<file path="src/rtl/mem_arb_pkg.sv">
// Shared types and constants for the instruction/data memory arbiter.
//   state_t : arbiter FSM states (IDLE, REQ, RSP)
//   owner_t : which requester owns the outstanding transaction
package mem_arb_pkg;

  localparam int unsigned MASK_W   = 4;  // byte write-mask width
  localparam int unsigned STREAK_W = 4;  // consecutive data-grant counter width

  typedef enum logic [1:0] {
    IDLE = 2'd0,
    REQ  = 2'd1,
    RSP  = 2'd2
  } state_t;

  typedef enum logic {
    OWN_IF = 1'b0,
    OWN_DM = 1'b1
  } owner_t;

endpackage

</file>
<file path="src/rtl/mem_arb_select.sv">
// Fetch/data priority selection with anti-starvation streak counter.
// Data wins by default; once MAX_DATA_BURST data grants have been given
// while fetch was waiting, fetch wins the next arbitration.
//   clock, reset : clock and synchronous active-high reset
//   if_req       : fetch requester active
//   dm_req       : data requester active
//   idle         : arbiter FSM is in IDLE this cycle
//   capture      : a grant is being issued this cycle
//   winner       : requester that wins if a grant is issued
module mem_arb_select
  import mem_arb_pkg::*;
#(
  parameter int unsigned MAX_DATA_BURST = 4
) (
  input  logic   clock,
  input  logic   reset,
  input  logic   if_req,
  input  logic   dm_req,
  input  logic   idle,
  input  logic   capture,
  output owner_t winner
);

  logic [STREAK_W-1:0] streak;
  logic                at_limit;

  // Priority decision: fetch only wins when alone or when data has hit its burst limit.
  always_comb begin
    at_limit = (streak == STREAK_W'(MAX_DATA_BURST));
    winner   = OWN_DM;
    if (if_req && (!dm_req || at_limit)) begin
      winner = OWN_IF;
    end
  end

  // Streak counts data grants that made fetch wait; any relief for fetch clears it.
  always_ff @(posedge clock) begin
    if (reset) begin
      streak <= '0;
    end else if (capture) begin
      if (winner == OWN_IF || !if_req) begin
        streak <= '0;
      end else begin
        streak <= streak + STREAK_W'(1);
      end
    end else if (idle && !if_req) begin
      streak <= '0;
    end
  end

endmodule

</file>
<file path="src/rtl/memory_arbiter.sv">
// Arbitrates an instruction-fetch port and a data port onto one shared
// memory port, one transaction outstanding at a time (IDLE -> REQ -> RSP).
//   clock, reset                              : clock, synchronous active-high reset
//   if_req/if_addr -> if_gnt/if_rvalid/if_rdata : fetch read port
//   dm_req/dm_addr/dm_we/dm_wdata -> dm_gnt/dm_rvalid/dm_rdata : data port
//   mem_req/mem_addr/mem_we/mem_wdata <- mem_gnt/mem_rvalid/mem_rdata : memory port
//   busy                                      : high whenever not IDLE
// Grants and response valids are combinational so a transaction can
// complete in three cycles.
module memory_arbiter
  import mem_arb_pkg::*;
#(
  parameter int unsigned ADDR_WIDTH     = 32,
  parameter int unsigned DATA_WIDTH     = 32,
  parameter int unsigned MAX_DATA_BURST = 4
) (
  input  logic                  clock,
  input  logic                  reset,
  input  logic                  if_req,
  input  logic [ADDR_WIDTH-1:0] if_addr,
  output logic                  if_gnt,
  output logic                  if_rvalid,
  output logic [DATA_WIDTH-1:0] if_rdata,
  input  logic                  dm_req,
  input  logic [ADDR_WIDTH-1:0] dm_addr,
  input  logic [MASK_W-1:0]     dm_we,
  input  logic [DATA_WIDTH-1:0] dm_wdata,
  output logic                  dm_gnt,
  output logic                  dm_rvalid,
  output logic [DATA_WIDTH-1:0] dm_rdata,
  output logic                  mem_req,
  output logic [ADDR_WIDTH-1:0] mem_addr,
  output logic [MASK_W-1:0]     mem_we,
  output logic [DATA_WIDTH-1:0] mem_wdata,
  input  logic                  mem_gnt,
  input  logic                  mem_rvalid,
  input  logic [DATA_WIDTH-1:0] mem_rdata,
  output logic                  busy
);

  state_t                state, state_nxt;
  owner_t                owner, winner;
  logic                  capture;
  logic [ADDR_WIDTH-1:0] addr_q;
  logic [MASK_W-1:0]     we_q;
  logic [DATA_WIDTH-1:0] wdata_q;

  mem_arb_select #(
    .MAX_DATA_BURST(MAX_DATA_BURST)
  ) u_select (
    .clock  (clock),
    .reset  (reset),
    .if_req (if_req),
    .dm_req (dm_req),
    .idle   (state == IDLE),
    .capture(capture),
    .winner (winner)
  );

  // Next-state, grant pulses and response routing.
  always_comb begin
    state_nxt = state;
    capture   = 1'b0;
    if_gnt    = 1'b0;
    dm_gnt    = 1'b0;
    if_rvalid = 1'b0;
    dm_rvalid = 1'b0;
    if_rdata  = '0;
    dm_rdata  = '0;
    mem_req   = 1'b0;
    busy      = (state != IDLE);
    case (state)
      IDLE: begin
        if (if_req || dm_req) begin
          capture   = 1'b1;
          if_gnt    = (winner == OWN_IF);
          dm_gnt    = (winner == OWN_DM);
          state_nxt = REQ;
        end
      end
      REQ: begin
        mem_req = 1'b1;
        if (mem_gnt) begin
          state_nxt = RSP;
        end
      end
      RSP: begin
        if (mem_rvalid) begin
          if (owner == OWN_IF) begin
            if_rvalid = 1'b1;
            if_rdata  = mem_rdata;
          end else begin
            dm_rvalid = 1'b1;
            dm_rdata  = mem_rdata;
          end
          state_nxt = IDLE;
        end
      end
      default: state_nxt = IDLE;
    endcase
  end

  // State register and capture of the winning request; fetch is always a read.
  always_ff @(posedge clock) begin
    if (reset) begin
      state   <= IDLE;
      owner   <= OWN_IF;
      addr_q  <= '0;
      we_q    <= '0;
      wdata_q <= '0;
    end else begin
      state <= state_nxt;
      if (capture) begin
        owner <= winner;
        if (winner == OWN_IF) begin
          addr_q  <= if_addr;
          we_q    <= '0;
          wdata_q <= '0;
        end else begin
          addr_q  <= dm_addr;
          we_q    <= dm_we;
          wdata_q <= dm_wdata;
        end
      end
    end
  end

  assign mem_addr  = addr_q;
  assign mem_we    = we_q;
  assign mem_wdata = wdata_q;

endmodule

</file>
<file path="config.mk">
export PLATFORM = sky130hd
export DESIGN_NAME = memory_arbiter
export DESIGN_NICKNAME = d
export VERILOG_FILES = /design/src/rtl/mem_arb_pkg.sv /design/src/rtl/mem_arb_select.sv /design/src/rtl/memory_arbiter.sv
export SDC_FILE = /design/constraint.sdc
export NUM_CORES = 1
export LEC_CHECK = 0
export CAP_MARGIN = 40
export CORE_UTILIZATION = 24
export CTS_CLUSTER_SIZE = 30
export DETAILED_ROUTE_END_ITERATION = 8
export GPL_ROUTABILITY_DRIVEN = 0
export SYNTH_ARGS = -nofsm -noshare
export SYNTH_HDL_FRONTEND = slang
export SYNTH_SLANG_ARGS = --single-unit
</file>
<file path="constraint.sdc">
create_clock -name clock -period 2.6 [get_ports clock]
set_clock_uncertainty 0.2 [all_clocks]
set_input_delay 0.78 -clock clock [delete_from_list [all_inputs] [get_ports clock]]
set_output_delay 0.78 -clock clock [all_outputs]
set_load 0.03 [all_outputs]
</file>
# Word level (Yosys, flattened, before mapping)

Index checks and enable logic that the tools add are counted.

Input port bits: 138
Word-level logic and storage cells: 54
Output and inout bits: 138
Register bits after elaboration: 75

Muxes and demuxes: 30
Reductions and logical operators: 11
Equal/unequal tests: 6
Add/subtract/negate cells: 1

Operators by type and width:

| kind                                                            | count |
|---|---|
| 32-bit two-way mux                                              | 8 |
| 4-bit two-way mux                                               | 4 |
| 1-bit two-way mux                                               | 14 |
| 2-bit two-way mux                                               | 3 |
| 2-bit inequality test, second input constant                    | 3 |
| 2-bit case mux with 3 select lines                              | 1 |
| 4-bit by 1-bit adder with 4-bit output, second input constant   | 1 |
| 4-bit by 3-bit == test with 1-bit output, second input constant | 1 |
| 2-bit nonzero test                                              | 2 |
| 1-bit logical OR                                                | 3 |
| 3-bit AND reduction                                             | 1 |
| 2-bit by 1-bit == test with 1-bit output, second input constant | 1 |
| 2-bit == test, second input constant                            | 1 |
| 1-bit logical AND                                               | 2 |
| 1-bit zero test                                                 | 2 |
| 2-bit zero test                                                 | 1 |

# Depth between registers and ports, before layout

Depth after elaboration: 6
Depth in mapped cells: 8

# Modules after synthesis

Synthesis repeated with hierarchy kept, for this count alone.

Cells, all modules: 435
Area total of the unflattened synthesis: 4,067.7 um^2

Modules (own cells, without submodules):

| module         | times used | area an instance (um^2) | sequential area each (um^2) | cells each |
|---|---|---|---|---|
| memory_arbiter | 1          | 3,797.4                 | 1,421.4                     | 405 |
| mem_arb_select | 1          | 270.3                   | 80.1                        | 30 |

# Worst setup path before layout

No wires, ideal clock.

Kind: input to output
Start: input dm_req
End: output if_gnt
Cell stages on the path: 4
Arrival: 1,842 ps
Slack: -222 ps
Required time: 1,620 ps
Cell sequence: buf_6 nand2b_2 clkbuf_1 a21oi_1

Longest elaborated chain between the ends: 5

Ends and longest elaborated chain:

| element               | line                 | source |
|---|---|---|
| start, declared       | memory_arbiter.sv:24 | `input logic dm_req,` |
| 1-bit zero test       | mem_arb_select.sv:31 | `if (if_req && (!dm_req \|\| at_limit)) begin` |
| 1-bit logical OR      | mem_arb_select.sv:31 |  |
| 1-bit logical AND     | mem_arb_select.sv:31 |  |
| 1-bit two-way mux (*) | memory_arbiter.sv:74 | `if (if_req \|\| dm_req) begin` |
| 1-bit two-way mux (*) | memory_arbiter.sv:72 | `case (state)` |
| end, declared         | memory_arbiter.sv:21 | `output logic if_gnt,` |

Every way passes the cells marked *; elsewhere a longest branch is shown, timed or not.

# Worst setup path after layout

Start: input mem_rvalid
End: output dm_rdata[18]

Longest elaborated chain between the ends: 2

Ends and longest elaborated chain:

| element            | line                 | source |
|---|---|---|
| start, declared    | memory_arbiter.sv:36 | `input logic mem_rvalid,` |
| 32-bit two-way mux | memory_arbiter.sv:88 | `if (mem_rvalid) begin` |
| 32-bit two-way mux | memory_arbiter.sv:72 |  |
| end, declared      | memory_arbiter.sv:30 | `output logic [DATA_WIDTH-1:0] dm_rdata,` |

No other way between the ends.

==> summary.md <==
| Metric | Value |
|---|---|
| Result of the run | finished with violations |
| Violations in the final reports | setup timing |
| Most frequent CP cell | buf_6 |
| Max-capacitance violation count | 0 |
| Slowest stage delay, CP | 230 ps |
| Count of antenna diodes in the layout | 0 |
| Pint | 2.65 mW |
| Net load switching power | 1.19 mW |
| Leakage power summed over all cells | 2.96 nW |
| Startpoint of the tightest hold check path | mem_we[1] |
| Worst Hold Depth | 2 |
| Clock group share of total power | 0.362 |
| Yosys warning count | 0 |
| First-pass GRT wire length | 27.3 mm |
| Final wirelength | 17.9 mm |
| Ports | 276 |
| Hold path endpoint | mem_we[1] |
| Number of distinct library cells after synthesis | 35 |
| Proportion of layout cells with a drive suffix above 1 | 0.260 |
| Area delta synth->final | 89.5% |
| Number of nets with antenna violations after routing | 0 |
| Power density normalized to cell area | 492 nW/um2 |
| Sort of element at the start of the critical path | input port |
| DIE WIDTH | 133 um |
| Source of the worst register-to-register timing path | u_select.streak[1] |
| Total DRC errors in the routed layout | 0 |
| Combined buffer and inverter count along the critical path | 4 |
| Longest Clk Path Bufs | 2 |
| RSZ-0062 raised after global routing | true |
| Critical path start-end classification | in2out |
| Least-Margin Pin Slew | 778 ps |
| Minimum setup slack among reg-to-reg paths | 430 ps |
| Die Area | 17,700 um2 |
| Number of iterations in the first detailed-routing pass | 7 |
| Critical path required time | 1620 ps |
| Synthesized flop and latch total | 75 |
| Nets in the synthesized netlist | 623 |
| Endpoint of the lowest-slack register-to-register path | mem_addr[29] |
| Antenna violations before repair | 0 |
| Root buffer cell | clkbuf_16 |
| Sequence of cells on the critical path | buf_6 > buf_6 > and4b_1 > buf_12 > and2_1 > buf_6 |
| Arr. time, crit path | 1660 ps |
| Clock transition time at the flip-flop clock pins of the worst setup and hold paths | 60 ps |
| Fraction of power consumed by sequential logic | 0.340 |
| GR Util All Layers | 0.195 |
| Height of the die | 133 um |
| Cts bufs inserted | 9 |
| CTS tree | done |
| Crit path from | mem_rvalid |
| Portion of the clock cycle consumed by the worst path in the final layout | 1.01 |
| Minimum setup slack in the final design | -37.5 ps |
| Via count of the first global-routing pass | 4,978 |
| Total of fill cells in the finished design | 1,514 |
| Clock sink count | 75 |
| Area of the mapped netlist | 4120 um2 |
| Number of cells traversed by the worst register-to-register path | 7 |
| Tightest hold margin | 274 ps |
| Final number of hold-violating endpoints | 0 |
| Final count of negative-setup-slack endpoints | 56 |
| Detailed placement HPWL | 11.9 mm |
| Worst slew margin relative to its limit | 0.481 |
| HP Class | reg2reg |
| Count of vias placed by the detailed router | 5,034 |
| Share of total power in combinational logic | 0.298 |
| PortBufs | 275 |
| Total of hold buffers inserted after clock tree synthesis | 0 |
| Top achievable clock speed | 0.379 GHz |
| Number of instances in the synthesized netlist | 483 |
| Max rail drop VDD | 0.000372 V |
| Critical-path maximum fanout | 33 |
| Proportion of synthesized chip area in sequential cells | 0.364 |
| Max Slew Vio Count | 0 |
| Crit end category | output pin |
| Top Family by Delay on Critical Path | buffers and inverters |
| Total core area | 16,700 um2 |
| Post-Syn Area per Cell | 8.53 um2 |
| Share of total power consumed by net switching | 0.309 |
| Initial core utilization | 0.247 |
| Initial drt markers | 208 |
| Total chip power | 3.84 mW |
| Global-route congestion overflow total | 0 |
| Largest net degree at the start of global routing | 76 |
| Final nets | 874 |
| Worst-Skew Late Latency | 340 ps |
| H-tree Lvls | 3 |
| Routed length per placed instance | 18.7 um |
| Tmin final | 2640 ps |
| Standard-cell rows | 47 |
| Worst path slowest cell | and4b_1 |
| Routed via count divided by cell count | 5.25 |
| Share of the core filled with cells | 0.467 |
[worst max-delay path by stage]
| stage | endpoint | cells after the start |
|---|---|---|
| floorplan | if_gnt | 4 |
| global placement | dm_rdata[31] | 5 |
| detailed placement | dm_rdata[31] | 5 |
| CTS | if_rdata[30] | 7 |
| global route | dm_rdata[4] | 6 |
| finish | dm_rdata[18] | 6 |
[per-stage QoR]
stage / setup slack (ps) / instances / cell area (um2) / setup TNS [ps]
CTS: -122 / 957 / 7770 / -2310
detailed placement: -411 / 932 / 6950 / -31630
global route: -70.7 / 959 / 7810 / -2780
finish: -37.5 / 959 / 7810 / -896
global placement: -378 / 932 / 6950 / -27750
floorplan: -56.1 / 483 / 4160 / -56.1
[logic make-up (layout without fill, tap and decap cells)]
kind of cell,Yosys count,after routing,share of synthesized area
simple gates,192,192,0.322
buf+inv,70,326,0.0814
fa+ha+maj,2,2,0.00607
compound gates,144,144,0.226
flops,75,75,0.364
[cell usage after synthesis]
cell type,count,area share
a2111oi_0,12,0.026
a2111oi_1,8,0.019
a2111oi_2,12,0.044
a21oi_1,73,0.089
a22oi_1,1,0.0018
a31oi_1,2,0.0030
and2_1,65,0.099
and3_1,1,0.0015
and4b_1,34,0.083
and4bb_2,1,0.0030
buf_1,3,0.0027
buf_2,11,0.013
buf_4,3,0.0055
buf_6,6,0.016
clkbuf_1,42,0.038
clkbuf_2,2,0.0024
dfxtp_1,75,0.36
ha_1,2,0.0061
inv_1,2,0.0018
inv_2,1,0.00091
nand2_1,5,0.0046
nand2b_1,1,0.0015
nand2b_2,1,0.0021
nand3_1,2,0.0024
nand3b_1,1,0.0018
nand4_1,39,0.059
nand4b_1,3,0.0064
nor2_1,3,0.0027
nor2_4,1,0.0027
nor2b_1,1,0.0015
nor3_1,1,0.0012
nor4_1,32,0.049
o21ai_0,31,0.038
o21ai_1,5,0.0061
or2_2,1,0.0015
[worst min-delay path, cell delays in order (launching register included)]
cell and delay, ps:
dfxtp_1 300, o21ai_0 60, a21oi_1 60
[area by class of cell]
class | instances | area (um2) | share of cell area
timing repair buffer | 307 | 3250 | 0.416
clock inverter | 5 | 85.1 | 0.0109
tap | 220 | 275 | 0.0353
sequential | 75 | 1510 | 0.194
multi-input combinational | 338 | 2430 | 0.311
clock buffer | 11 | 243 | 0.0311
inverter | 3 | 11.3 | 0.00144
[metal layers]
metal  track usage  wire length [um]
met4        0.0932               605
met3        0.0406              1060
met5             0                 0
met1         0.220              7100
met2         0.348              9160
[cell usage in the layout (no fill, tap or decap), drive strengths merged]
master and instances:
and2 65, clkdlybuf4s50 201, nand2 5, nand4b 3, and4bb 1, dlygate4sd2 1
ha 2, a2111oi 32, and3 1, nor4 32, a21oi 73, clkinv 1
nand3 2, dfxtp 75, inv 4, a31oi 2, bufinv 2, nor3 1
nor2b 1, nor2 4, nand3b 1, buf 103, and4b 34, clkbuf 13
a22oi 1, or2 1, clkinvlp 1, nand4 39, nand2b 2, o21ai 36
[power by group through the flow]
stage | clock network [mW] | logic (mW) | registers [mW]
after floorplan | 0 | 0.378 | 1.51
after global placement | 0 | 1.09 | 1.33
after detailed placement | 0 | 1.11 | 1.33
after CTS | 1.42 | 1.14 | 1.31
after global routing | 1.48 | 1.21 | 1.32
final | 1.39 | 1.14 | 1.31
[repair_timing]
action	in CTS	in global routing
endpoints found under the setup margin	69	66
buffers inserted	7	2
gates cloned	3	1
pin swaps	22	9
gates resized for setup	118	13
[state kept, by name, summed over array words and instances (netlist names)]
register,flops
u_select.streak,4
mem_we,4
mem_wdata,32
owner,1
mem_addr,32
state,2
Power figures use the tool's default switching activity.
